File: src/rtl/rf_sequencer.sv
// Micro-sequencer that fetches 8-bit instructions from a small program ROM
// and drives the control lines of a two-read, one-write register file.
module rf_sequencer (
  input  logic       clk,
  input  logic       rst,
  input  logic       start,
  input  logic [7:0] rom_data,
  output logic [3:0] rom_addr,
  output logic       SA,
  output logic       SB,
  output logic       DA,
  output logic       W,
  output logic       d_sel,
  output logic [3:0] imm,
  output logic [1:0] alu_op,
  output logic       busy,
  output logic       halted
);

  typedef enum logic [2:0] {
    S_IDLE,
    S_FETCH,
    S_EXEC,
    S_IMM,
    S_HALTED
  } state_t;

  localparam logic [2:0] OP_LOAD = 3'b001;
  localparam logic [2:0] OP_ALU  = 3'b010;
  localparam logic [2:0] OP_JMP  = 3'b011;
  localparam logic [2:0] OP_HALT = 3'b111;

  state_t     state_q;
  logic [3:0] pc_q;
  logic [7:0] ir_q;
  logic       w_q;
  logic       d_sel_q;
  logic [3:0] imm_q;
  logic       busy_q;
  logic       halted_q;
  logic [3:0] pc_inc;

  assign pc_inc = pc_q + 4'd1;

  // Every output comes straight from a flop so the register file never sees
  // a decode glitch, and start has no combinational path to any output.
  always_ff @(posedge clk or posedge rst) begin
    if (rst) begin
      state_q  <= S_IDLE;
      pc_q     <= '0;
      ir_q     <= '0;
      w_q      <= 1'b0;
      d_sel_q  <= 1'b0;
      imm_q    <= '0;
      busy_q   <= 1'b0;
      halted_q <= 1'b0;
    end else begin
      // NOTE: sequential state uses non-blocking assignments; this default
      // makes W a one-cycle pulse unless a branch below re-asserts it.
      w_q <= 1'b0;
      case (state_q)
        S_IDLE, S_HALTED: begin
          if (start) begin
            state_q  <= S_FETCH;
            pc_q     <= '0;
            busy_q   <= 1'b1;
            halted_q <= 1'b0;
          end
        end
        S_FETCH: begin
          ir_q    <= rom_data;
          pc_q    <= pc_inc;
          d_sel_q <= (rom_data[7:5] == OP_ALU);
          w_q     <= (rom_data[7:5] == OP_ALU);
          state_q <= S_EXEC;
        end
        S_EXEC: begin
          case (ir_q[7:5])
            OP_LOAD: begin
              // PC already points at the immediate word, so capture it now.
              imm_q   <= rom_data[3:0];
              w_q     <= 1'b1;
              state_q <= S_IMM;
            end
            OP_JMP: begin
              pc_q    <= ir_q[3:0];
              state_q <= S_FETCH;
            end
            OP_HALT: begin
              busy_q   <= 1'b0;
              halted_q <= 1'b1;
              state_q  <= S_HALTED;
            end
            default: state_q <= S_FETCH;
          endcase
        end
        S_IMM: begin
          pc_q    <= pc_inc;
          state_q <= S_FETCH;
        end
        default: begin
          busy_q   <= 1'b0;
          halted_q <= 1'b0;
          state_q  <= S_IDLE;
        end
      endcase
    end
  end

  assign rom_addr = pc_q;
  assign DA       = ir_q[4];
  assign SA       = ir_q[3];
  assign SB       = ir_q[2];
  assign alu_op   = ir_q[1:0];
  assign W        = w_q;
  assign d_sel    = d_sel_q;
  assign imm      = imm_q;
  assign busy     = busy_q;
  assign halted   = halted_q;

endmodule
File: config.mk
export PLATFORM = sky130hd
export DESIGN_NAME = rf_sequencer
export DESIGN_NICKNAME = d
export VERILOG_FILES = /design/src/rtl/rf_sequencer.sv
export SDC_FILE = /design/constraint.sdc
export NUM_CORES = 1
export LEC_CHECK = 0
export ABC_AREA = 0
export CORE_MARGIN = 2
export CORE_UTILIZATION = 50
export DETAILED_ROUTE_END_ITERATION = 10
export HOLD_SLACK_MARGIN = 0.15
export PLACE_DENSITY = 0.84
export SETUP_SLACK_MARGIN = 0.05
export SYNTH_ARGS = -nofsm -noshare
export SYNTH_HDL_FRONTEND = slang
export SYNTH_SLANG_ARGS = --single-unit
File: constraint.sdc
create_clock -name clk -period 4.68 [get_ports clk]
set_clock_uncertainty 0.1 [all_clocks]
set_input_delay 0.702 -clock clk [delete_from_list [all_inputs] [get_ports clk]]
set_output_delay 0.702 -clock clk [all_outputs]
set_load 0.1 [all_outputs]
## Word-level counts from Yosys, hierarchy flattened

Index checks and enable logic that the tools add are counted.

- Eq/ne operators: 11
- $add $sub $neg: 1
- Multiplexer cells: 14
- Reductions and logical operators: 7
- Bitwise logic cells: 1

Operators with widths:

| kind | number |
|---|---|
| $eq A3 B2 Y1 const B | 4 |
| $pmux W3 S4 | 1 |
| $pmux W4 S3 | 1 |
| $mux W4 | 2 |
| $eq A3 B1 Y1 const B | 2 |
| $eq A3 B3 Y1 const B | 2 |
| $pmux W1 S3 | 2 |
| $pmux W3 S2 | 1 |
| $reduce_and A3 Y1 | 2 |
| $mux W1 | 5 |
| $add A4 B1 Y4 const B | 1 |
| $ne A2 B2 Y1 const B | 2 |
| $reduce_or A2 Y1 | 2 |
| $logic_not A3 Y1 | 1 |
| $mux W3 | 1 |
| $reduce_bool A3 Y1 | 1 |
| $ne A2 B1 Y1 const B | 1 |
| $pmux W1 S2 | 1 |
| $reduce_and A2 Y1 | 1 |
| $not A1 Y1 | 1 |

- Logic and storage cells: 42
- Register bits after elaboration: 23
- Input bits: 11

## Depth between registers and ports, before layout

Gate-level depths: netlist of run 1.

- Depth in word-level cells: 4
- Depth in mapped cells: 5
- Depth with buffers taken out: 4

## Worst setup path before layout of run 1

Ideal clock, no wire load.

- Path type: flip-flop to flip-flop
- Start: reg pc_q[0], in the netlist rom_addr[0]
- End: reg pc_q[1], in the netlist rom_addr[1]
- Library setup time: 0.126 ns
- Arrival: 1.668 ns
- Setup slack: 2.787 ns
- Cell stages (with the launch flop): 5
- Buffers on the path: 0
- Required time: 4.454 ns
- Cells stage by stage: dfrtp_1 -> ha_1 -> nand2_1 -> a21oi_1 -> mux2_2

- Word-level cells in the longest chain between the ends: 2

RTL lines:

| item | line | source |
|---|---|---|
| start: declaration | 34 | `logic [3:0] pc_q;` |
| start signal: assignment | 72 | `pc_q <= pc_inc;` |
| start signal: assignment | 86 | `pc_q <= ir_q[3:0];` |
| start signal: assignment | 98 | `pc_q <= pc_inc;` |
| $add A4 B1 Y4 | 43 | `assign pc_inc = pc_q + 4'd1;` |
| $pmux W4 S3 | 61 | `case (state_q)` |

Every way passes these cells.
A chain may end at the register's enable or synchronous reset.

## Worst setup path in the final report of run 1

- Start: reg pc_q[1], in the netlist rom_addr[1]
- End: out rom_addr[1]

RTL lines:

| item | line | source |
|---|---|---|
| end: declaration | 8 | `output logic [3:0] rom_addr,` |

No word-level cell between the ends.

==> results.toml, run 1 <==
[run_status]
status = "complete, no violations"

[synthesis]
ys_ff_latch = 23
synthArstFlopShare_pct = 100
synth_warnings = 0
syn_inst = 89
syn_nets = 101
synth_top_area_share_pct = 54.4
synth_area_leader_cell = "dfrtp_1"
yosysMostFrequentCell = "dfrtp_1"
syn-cell-area_sq_um = 1060
synth_common_cells = "dfrtp_1 (23), mux2_2 (15), nor2_1 (8), a21oi_1 (5), nand2_1 (5)"
synth_ff_type = "dfrtp_1"
synth_area_per_cell_sq_um = 11.9
synthDistinctLibCells = 26
synth-seq-area-share_pct = 54.4
ys_top_cells_by_area = "dfrtp_1 (54%), mux2_2 (16%), nand3b_1 (2.8%), nor2_1 (2.8%), a21oi_1 (2.4%)"
synth_edf_count = 0

[worst_setup_path]
endpoint_kind = "output pin"
worst_path_largest_cell_delay_ns = 1.18
critical-path-top-delay-family = "buffers and inverters"
crit_chain = "clkdlybuf4s50_1"
cp_num_buf_inv = 1
cp-start-kind = "flip-flop"
critical_path_required_ns = 3.88
critical_path_class = "flip-flop to output pin"
slowest_stage = "clkdlybuf4s50_1"
cp_data_arrival_time_ns = 1.92
critPathMaxFanout = 4

[cts]
tritoncts = "yes"
cts.reportedPaths.clkPinSlew_ns = 0.12
post_cts_buffers = 0
cts_resized = 0
cts.sinks = 23
clk_latency_ns = 0.32
cts_hold_buf = 0
htreeDepth = 1
clock_tree.buffer_depth = 2
root_buffer = "clkbuf_4"
numCtsBuffers = 3

[floorplanning]
die_w_um = 50.0
die_y_um = 50.0
dieArea_sq_um = 2500
num_rows = 16
initial_core_util_pct = 53.3
ios = 28
coreArea_sq_um = 1980

[global_routing]
grt_usage_pct = 18.4
antenna_found_initial = 0
grt_remaining_overflow = 0
grt_max_degree = 24
grt_pass1_wl_um = 3510
grt_pass1_vias = 814

[detailed_routing]
vias = 763
wl_per_cell_um = 14.2
drtPass1Iterations = 4
via_per_inst = 5.37
drc = 0
drtAntennaViolNets = 0
drt_wl_total_um = 2020
drtIter0Drc = 15

[flow_run]
maxCapViolCount = 0

[layout]
diodes = 0
synthToLayoutAreaGrowth_pct = 29.0
nets = 128
drive_gt1_share_pct = 19.1

[placed_design]
io_buffers = 27
gp_routability_congestion = 0.738
dp_hpwl_um = 1500

[timing]
fmax_mhz = 368
max-slew-margin-rel_pct = 32.6
finalSetupTns_ns = 0
finalCritPeriodShare_pct = 58.1
slew_viol_final = 0
rsz0062_at_grt = "false"
hold_viol_final = 0
timing_worst_slew_pin_value_ns = 1.01
setup_viol = 0
period_needed_ns = 2.72

[worst_hold_path]
hold_path.class = "flip-flop to flip-flop"
[layout make-up]
type                       instances  area [sq um]
clock buffer                       3          22.5
clock inverter                     1          7.51
fill                             135           618
inverter                           2          7.51
multi-input combinational         59           447
sequential                        23           576
tap                               27          33.8
timing repair buffer              27           270
[final timing paths]
check | end | from | slack [ns] | cells after the start
max | rom_addr[1] | rom_addr[1]$_DFFE_PP0P_ | 1.96 | 1
min | imm[0]$_DFFE_PP0P_ | imm[0]$_DFFE_PP0P_ | 0.42 | 1
max reg2reg | rom_addr[1]$_DFFE_PP0P_ | state_q[0]$_DFFE_PP0P_ | 2.82 | 3
min reg2reg | imm[0]$_DFFE_PP0P_ | imm[0]$_DFFE_PP0P_ | 0.42 | 1
max in group asynchronous | ir_q[1]$_DFFE_PP0N_ | rst | 3.19 | 2
min in group asynchronous | ir_q[4]$_DFFE_PP0N_ | rst | 0.75 | 2
[registers in the layout (all words and copies together), names as in the netlist]
register  flops
W             1
imm           4
state_q       3
ir_q          8
halted        1
rom_addr      4
d_sel         1
busy          1
[layer usage]
| metal | global-route usage (%) | vias up | routed length [um] |
|---|---|---|---|
| met5 | 0 | - | 0 |
| met2 | 31.6 | 28 | 1000 |
| li1 | - | 364 | - |
| met1 | 21.6 | 369 | 872 |
| met4 | 5.56 | 0 | 12 |
| met3 | 6.06 | 2 | 126 |
[logic make-up (layout without fill, tap and decap cells)]
logic type	count (synthesis)	in the layout	share of synthesized area [%]
AND/OR/NAND/NOR	26	26	13.4
flip-flops	23	23	54.4
AO/OA/AOI/OAI	16	16	10.9
multiplexers	15	15	16.0
buffers and inverters	7	33	3.31
adder cells (fa/ha/maj)	1	1	1.18
XOR/XNOR	1	1	0.829
[cell usage in the layout (no fill, tap or decap)]
cell type | netlist | routed
o32ai_1 | 1 | 1
nor3b_2 | 1 | 1
mux2_2 | 15 | 15
a22o_1 | 2 | 2
nand3b_1 | 4 | 4
inv_1 | 2 | 2
o21bai_1 | 1 | 1
nand2b_1 | 2 | 2
nor3b_1 | 1 | 1
o22ai_1 | 1 | 1
dfrtp_1 | 23 | 23
nand3_1 | 3 | 3
a21oi_1 | 5 | 5
ha_1 | 1 | 1
a2bb2oi_1 | 1 | 1
or3b_1 | 1 | 1
a22oi_4 | 1 | 1
clkdlybuf4s50_1 | 0 | 27
nor2_1 | 8 | 8
o21ai_0 | 3 | 3
o21ai_1 | 1 | 1
clkinvlp_4 | 0 | 1
xor2_1 | 1 | 1
clkbuf_4 | 0 | 3
nor2_2 | 1 | 1
nand2_1 | 5 | 5
[metrics by stage]
step | worst slack (ns) | util (%) | instance area, sq um | hold WS (ns) | cells
detailed placement | 2.24 | 67.3 | 1330 | 0.396 | 138
CTS | 1.96 | 68.8 | 1360 | 0.425 | 142
global route | 1.93 | 68.8 | 1360 | 0.452 | 142
floorplan | 2.79 | - | 1060 | 0.404 | 89
global placement | 2.25 | 67.3 | 1330 | 0.384 | 138
finish | 1.96 | 68.8 | 1360 | 0.423 | 142
Power of run 1 is not shown: default switching activity piles up to over one toggle a cycle in this logic, so the estimate is an artifact.
==> run 2, diff against run 1 <==
CORE_UTILIZATION = 42   (was 50)
PLACE_DENSITY = 0.75   (was 0.84)
clock period = 2.4 ns   (was 4.68 ns; I/O delays follow)
==> run 2 against run 1 <==
Core utilization decreased by 14 points. Via count decreased by 4.7%. Flip-flop and latch count unchanged. Clock-buffer cell count unchanged. Die area increased by 17%. Critical endpoint is now rom_addr[1]$_DFFE_PP0P_. Cell count increased by 2.8%. Critical path depth increased by 2. First-iteration DRC count decreased by 53%.
==> results.toml, run 2 (same netlist as run 1, synthesis figures left out) <==
[cts]
clock_tree.buffer_depth = 2
post_cts_buffers = 0
cts_hold_buf = 0
cts.reportedPaths.clkPinSlew_ns = 0.13
cts.sinks = 23
htreeDepth = 1
clk_latency_ns = 0.30
cts_resized = 0
root_buffer = "clkbuf_4"
tritoncts = "yes"
numCtsBuffers = 3

[timing]
timing_worst_slew_pin_value_ns = 0.451
finalCritPeriodShare_pct = 77.0
slew_viol_final = 0
max-slew-margin-rel_pct = 69.9
period_needed_ns = 1.85
setup_viol = 0
hold_viol_final = 0
fmax_mhz = 541
rsz0062_at_grt = "false"
finalSetupTns_ns = 0

[layout]
synthToLayoutAreaGrowth_pct = 25.8
final_cell_mix = "dfrtp_1 (23), buf_4 (18), mux2_2 (15)"
nets = 129
diodes = 0
drive_gt1_share_pct = 34.5
largest_reg_flops = 8
top_register = "ir_q"
final_common_cell = "dfrtp_1"

[floorplanning]
coreArea_sq_um = 2430
ios = 28
initial_core_util_pct = 43.5
die_w_um = 54.2
num_rows = 18
die_y_um = 54.2
dieArea_sq_um = 2930

[flow_run]
maxCapViolCount = 0

[global_routing]
grt_max_degree = 24
antenna_found_initial = 0
grt_pass1_wl_um = 3100
grt_remaining_overflow = 0
grt_usage_pct = 14.6
grt_pass1_vias = 691

[worst_setup_path]
r2r-start = "state_q[0]$_DFFE_PP0P_"
cp_data_arrival_time_ns = 1.95
rr_worst_depth = 3
endpoint_kind = "flip-flop"
critical_path_class = "flip-flop to flip-flop"
r2r_slack_ns = 0.55
r2r_end = "rom_addr[1]$_DFFE_PP0P_"
critical_path_required_ns = 2.50
critPathMaxFanout = 14
cp-start-kind = "flip-flop"

[placed_design]
gp_routability_congestion = 0.746
dp_hpwl_um = 1430
io_buffers = 27

[detailed_routing]
drtPass1Iterations = 4
wl_met3_um = 72
drtIter0Drc = 7
drtAntennaViolNets = 0
wl_per_cell_um = 13.3
drc = 0
met1_length_um = 935
vias = 727
via_per_inst = 4.98
drt_wl_total_um = 1940
met2_length_um = 917
highest-signal-layer = "met4"

[run_status]
status = "complete, no violations"

[worst_hold_path]
hold_path.class = "input pin to async pin"
-- run 2: cell types whose count changed in the layout (fill, tap and decap cells not counted) --
cell / change
buf_4: +18
clkdlybuf4s50_1: -17
clkinv_2: +1
clkinvlp_4: -1
-- run 2: worst max-delay path by stage --
stage               depth (start not counted)               startpoint                       to
CTS                                         3   state_q[0]$_DFFE_PP0P_  rom_addr[1]$_DFFE_PP0P_
global route                                3   state_q[0]$_DFFE_PP0P_      ir_q[7]$_DFFE_PP0N_
global placement                            4                    start  rom_addr[1]$_DFFE_PP0P_
detailed placement                          4                    start  rom_addr[1]$_DFFE_PP0P_
floorplan                                   4  rom_addr[0]$_DFFE_PP0P_  rom_addr[1]$_DFFE_PP0P_
finish                                      3   state_q[0]$_DFFE_PP0P_  rom_addr[1]$_DFFE_PP0P_
-- run 2: area by class of cell --
| class | instances | area, sq um |
|---|---|---|
| inverters | 2 | 7.51 |
| flip-flops and latches | 23 | 576 |
| multi-input cells | 59 | 447 |
| clock inverters | 1 | 5.00 |
| fillers | 222 | 1100 |
| clock buffers | 3 | 22.5 |
| repair buffers | 28 | 235 |
| well taps | 30 | 37.5 |
-- run 2: critical path, stage by stage (launching register included) --
cell	delay, ns
dfrtp_1	0.55
or3b_1	0.49
a22oi_4	0.25
mux2_2	0.36
-- run 2: through the flow --
stage                     area (sq um)  utilization, %  cells  hold WS (ns)  worst slack (ns)
after floorplan                   1060               -     89         0.262             0.507
after global placement            1300            53.5    142         0.390             0.315
after detailed placement          1300            53.5    142         0.396             0.293
after CTS                         1330            54.7    146         0.282             0.549
after global routing              1330            54.7    146         0.307             0.407
final                             1330            54.7    146         0.279             0.552
-- run 2: layer usage --
metal	track usage [%]	vias to the layer above
met5	0	-
met4	5.00	0
met3	2.78	2
met2	21.7	15
met1	21.0	345
li1	-	365
Power of run 2 is left out for the same reason.
==> run 3, diff against run 2 <==
clock period = 1.6 ns   (was 2.4 ns; I/O delays follow)
==> run 3 against run 2 <==
Fmax is 16% higher. Critical path depth stayed put. Core utilization increased by 13 points. First-iteration DRC count up 29%. Register-to-register slack worse by 0.55 ns. Non-clock buffer count increased by 8. Die area unchanged. Wire length rose by 13%. Global-route usage is 2.7 points higher. Cell count increased by 6.2%. Highest routed layer unchanged.
==> results.toml, run 3 (same netlist as run 1, synthesis figures left out) <==
[run_status]
status = "complete, no violations"

[detailed_routing]
drtAntennaViolNets = 0
drtIter0Drc = 9
drt_wl_total_um = 2190
drtPass1Iterations = 3
vias = 813
drc = 0
via_per_inst = 5.25
wl_per_cell_um = 14.1

[layout]
regArea_sq_um = 581
stdcell_count = 155
multi_input_area_sq_um = 475
nets = 138
top_register = "ir_q"
n_fill_cell = 175
diodes = 0
largest_reg_flops = 8
final_common_cell = "dfrtp_1"
drive_gt1_share_pct = 43.2
stdcell_area_sq_um = 1640
synthToLayoutAreaGrowth_pct = 55.0
final_cell_mix = "dfrtp_1 (19), buf_12 (17), mux2_2 (13)"

[timing]
setup_viol = 0
max-slew-margin-rel_pct = 81.0
rsz0062_at_grt = "true"
hold-worst-slack_ns = 0.422
period_needed_ns = 1.60
fmax_mhz = 626
finalCritPeriodShare_pct = 99.8
slew_viol_final = 0
hold_viol_final = 0
timing_worst_slew_pin_value_ns = 0.285

[global_routing]
grt_pass1_vias = 826
antenna_found_initial = 0
grt_remaining_overflow = 0
grt_usage_pct = 17.3
grt_pass1_wl_um = 3590
grt_max_degree = 24

[worst_setup_path]
critical-path-top-delay-family = "simple AND/OR/NAND/NOR gates"
rr_worst_depth = 3
endpoint_kind = "flip-flop"
critical_path_required_ns = 1.71
cp_data_arrival_time_ns = 1.71
cp_num_buf_inv = 0
critPathMaxFanout = 5
crit_cells = 3
crit_chain = "or3b_4 -> a22oi_4 -> mux2_4"
critical_path_class = "flip-flop to flip-flop"
slowest_stage = "or3b_4"
cp-start-kind = "flip-flop"
worst_path_largest_cell_delay_ns = 0.41

[floorplanning]
dieArea_sq_um = 2930
ios = 28
initial_core_util_pct = 43.5
num_rows = 18
die_w_um = 54.2
coreArea_sq_um = 2430
die_y_um = 54.2

[cts]
post_cts_buffers = 0
cts.sinks = 23
cts.reportedPaths.clkPinSlew_ns = 0.13
tritoncts = "yes"
numCtsBuffers = 3
htreeDepth = 1
root_buffer = "clkbuf_4"
clk_latency_ns = 0.31
clock_tree.buffer_depth = 2

[flow_run]
maxCapViolCount = 0

[placed_design]
io_buffers = 27
gp_routability_congestion = 0.807
dpl-instance-area_sq_um = 1580
dp_hpwl_um = 1590
dp.cells = 149

[worst_hold_path]
hold_path.class = "input pin to flip-flop"
holdPathStages = 3
run 3: metrics by stage:
stage	setup WS, ns	setup TNS [ns]	utilization [%]
after floorplan	0.000163	0	-
after detailed placement	-0.348	-1.20	65.0
after global placement	-0.331	-1.15	65.0
final	0.00267	0	67.4
after global routing	-0.0299	-0.0853	67.4
after CTS	0.00289	0	66.8
run 3: final timing paths:
kind | slack [ns] | end | start
worst min register to register | 0.48 | ir_q[7]$_DFFE_PP0N_ | ir_q[7]$_DFFE_PP0N_
worst min-delay path | 0.42 | W$_DFF_PP0_ | rom_data[6]
worst max-delay path | 0.003 | rom_addr[1]$_DFFE_PP0P_ | state_q[0]$_DFFE_PP0P_
max in group asynchronous | 0.45 | rom_addr[2]$_DFFE_PP0P_ | rst
min in group asynchronous | 0.70 | W$_DFF_PP0_ | rst
worst max register to register | 0.003 | rom_addr[1]$_DFFE_PP0P_ | state_q[0]$_DFFE_PP0P_
run 3: area by class of cell:
type / instances / area share (%)
multi-input combinational: 60 / 29.0
clock inverter: 1 / 0.305
inverter: 2 / 0.458
tap: 30 / 2.29
sequential: 23 / 35.4
timing repair buffer: 36 / 31.1
clock buffer: 3 / 1.37
run 3: repair_timing:
action,CTS,global route
endpoints found under the setup margin,3,16
hold buffers,1,0
pin swaps,2,1
endpoints found under the hold margin,7,0
resized for setup,2,2
cloned,0,1
run 3: routing by layer:
layer  part of all wire, %  vias up  routed length (um)  GRT usage (%)
met5                     0        -                   0              0
met4                   1.2        0                  27           6.25
met3                   3.9        3                  85           3.89
met2                    50       17                1100           28.1
met1                    45      405                 976           22.5
li1                      -      388                   -              -
run 3: worst register-to-register path, delay by kind of cell (launching register included):
family / cells / cell delay [ns]
AO/OA/AOI/OAI: 1 / 0.25
flip-flops: 1 / 0.40
multiplexers: 1 / 0.33
AND/OR/NAND/NOR: 1 / 0.41
Power of run 3 is left out for the same reason.
==> RTL edit, RTL diff (settings of run 2) <==
Register the inputs `start` and `rom_data` before use, without a reset. The logic sees them one clock later. Comments in the files are not updated.
--- a/src/rtl/rf_sequencer.sv
+++ b/src/rtl/rf_sequencer.sv
@@ -30,6 +30,14 @@
   localparam logic [2:0] OP_JMP  = 3'b011;
   localparam logic [2:0] OP_HALT = 3'b111;
 
+  logic start_q;
+  logic [7:0] rom_data_q;
+
+  always_ff @(posedge clk) begin
+    start_q    <= start;
+    rom_data_q <= rom_data;
+  end
+
   state_t     state_q;
   logic [3:0] pc_q;
   logic [7:0] ir_q;
@@ -60,7 +68,7 @@
       w_q <= 1'b0;
       case (state_q)
         S_IDLE, S_HALTED: begin
-          if (start) begin
+          if (start_q) begin
             state_q  <= S_FETCH;
             pc_q     <= '0;
             busy_q   <= 1'b1;
@@ -68,17 +76,17 @@
           end
         end
         S_FETCH: begin
-          ir_q    <= rom_data;
+          ir_q    <= rom_data_q;
           pc_q    <= pc_inc;
-          d_sel_q <= (rom_data[7:5] == OP_ALU);
-          w_q     <= (rom_data[7:5] == OP_ALU);
+          d_sel_q <= (rom_data_q[7:5] == OP_ALU);
+          w_q     <= (rom_data_q[7:5] == OP_ALU);
           state_q <= S_EXEC;
         end
         S_EXEC: begin
           case (ir_q[7:5])
             OP_LOAD: begin
               // PC already points at the immediate word, so capture it now.
-              imm_q   <= rom_data[3:0];
+              imm_q   <= rom_data_q[3:0];
               w_q     <= 1'b1;
               state_q <= S_IMM;
             end
Check against the original RTL: not equivalent (Yosys sat finds a counterexample within 4 cycles, from zero or initial values and one cycle with rst high).
==> RTL edit against run 2 <==
- critical path depth is 1 higher
- wire length is 10% higher
- synthesized cell count is 12% higher
- sequential share of layout area is 4.5 points higher
- cell count is 12% higher
- area after synthesis is 22% higher
- design area is 19% higher
- sequential cell count is 9 higher
- worst setup slack better by 0.090 ns
- first-iteration DRC count is 57% higher
- critical endpoint is now rom_addr[2]$_DFFE_PP0P_
Power is not shown: default switching activity piles up to over one toggle a cycle in this logic, so the estimate is an artifact.
==> RTL edit: results (changes against run 2) <==
metric,value,unit,change
outcome,finished clean,,
cts_max_path_buffers,2,,unchanged
port_buffers,27,,unchanged
worst_path_max_delay_cell,dfrtp_1,,
antenna_cells,0,,unchanged
synth.net_count,112,,+11%
ys_seq_area_share,58.6,%,+4.1 points
hold_class,input port to asynchronous set/reset pin,,
synth_cell_types,31,,+19%
nNetsFinal,142,,+10%
relSlewSlack,70.8,%,+0.88 points
place_hpwl,1590,um,+11%
r2r_setup_slack,0.64,ns,+0.09 ns
numCtsBuffers,5,,+2
async_reset_ff_share,71.9,%,-28 points
clk_latency,0.33,ns,+0.03 ns
place.gp.congestion,0.797,,+6.8%
cp_max_fo,11,,-3
drive_gt1_share,35.1,%,+0.63 points
antenna_found_initial,0,,unchanged
firstDrtPassIters,4,,unchanged
grt_max_degree,24,,unchanged
fp.dieW,59.4,um,+9.7%
yosysWarningCount,0,,unchanged
drt_iter0_drc,11,,+4
worstRegToRegCells,4,,+1
vias_per_cell,5.07,,+1.9%
r2r-end,rom_addr[2]$_DFFE_PP0P_,,
slowest_delay,0.55,ns,about the same
grt_pass1_vias,844,,+22%
criticalPathCategory,register to register,,
htree_levels,2,,+1
clk_pin_slew_worst_paths,0.10,ns,-0.03 ns
cts-root-buf,clkbuf_4,,
ys_top_cells_by_count,"dfrtp_1, mux2_2, dfxtp_1, nor2_1, o21ai_0",,
synth.top_cells.by_area,"dfrtp_1, dfxtp_1, mux2_2, o31ai_2, nor2_1",,
crit-reg2reg-launch,state_q[1]$_DFFE_PP0P_,,
grt_pass1_wl,3860,um,+24%
avgRoutedWirePerCell,13.0,um,-2.0%
reg_top3,"ir_q (8), rom_data_q (8)",,
post_cts_buffers,0,,unchanged
cp_top_family,flip-flops,,
grt_util_all_layers,15.1,%,+0.54 points
cts_resized,0,,unchanged
-- RTL edit: worst register-to-register path, stage by stage (launching register included) --
cell,delay (ns)
dfrtp_1,0.55
or3b_1,0.45
a22o_4,0.30
o21ai_1,0.16
o31ai_2,0.08
-- RTL edit: layout make-up --
cell class,count,area (um^2)
clock buffers,6,51.3
clock inverters,2,15.0
fillers,242,1400
inverters,3,11.3
multi-input cells,60,473
flip-flops and latches,32,756
well taps,33,41.3
repair buffers,28,235
-- RTL edit: per-layer routing --
metal	track usage (%)	share of wire [%]	up-vias
li1	-	-	407
met1	18.9	43	399
met2	23.1	49	23
met3	6.55	6.0	3
met4	5.84	1.4	0
met5	0	0	-
-- RTL edit: how the worst min path moves through the flow --
stage / slack, ns / depth (start not counted) / to / startpoint
2_1_floorplan: 0.26 / 1 / W$_DFF_PP0_ / rst
3_3_place_gp: 0.35 / 1 / ir_q[4]$_DFFE_PP0N_ / rom_data_q[4]$_DFF_P_
3_5_place_dp: 0.36 / 1 / ir_q[4]$_DFFE_PP0N_ / rom_data_q[4]$_DFF_P_
4_1_cts: 0.25 / 3 / imm[2]$_DFFE_PP0P_ / rst
5_1_grt: 0.32 / 3 / imm[0]$_DFFE_PP0P_ / rst
6_report: 0.25 / 3 / imm[2]$_DFFE_PP0P_ / rst
-- RTL edit: kinds of logic (layout without fill, tap and decap cells) --
logic type | after synthesis | in the layout | synth area share (%)
flops | 32 | 32 | 58.6
xor+xnor | 1 | 1 | 0.679
compound gates | 18 | 18 | 11.0
buf+inv | 8 | 39 | 4.75
fa+ha+maj | 1 | 1 | 0.970
simple gates | 28 | 28 | 13.6
mux | 12 | 12 | 10.5
-- RTL edit: metrics by stage --
step / hold WS [ns] / setup WS (ns) / instances / cell area [um^2] / util (%)
detailed placement: 0.360 / 0.669 / 156 / 1520 / 50.9
global route: 0.322 / 0.540 / 164 / 1580 / 53.2
finish: 0.252 / 0.642 / 164 / 1580 / 53.2
floorplan: 0.262 / 0.592 / 100 / 1290 / -
global placement: 0.349 / 0.693 / 156 / 1520 / 50.9
CTS: 0.250 / 0.647 / 164 / 1580 / 53.2
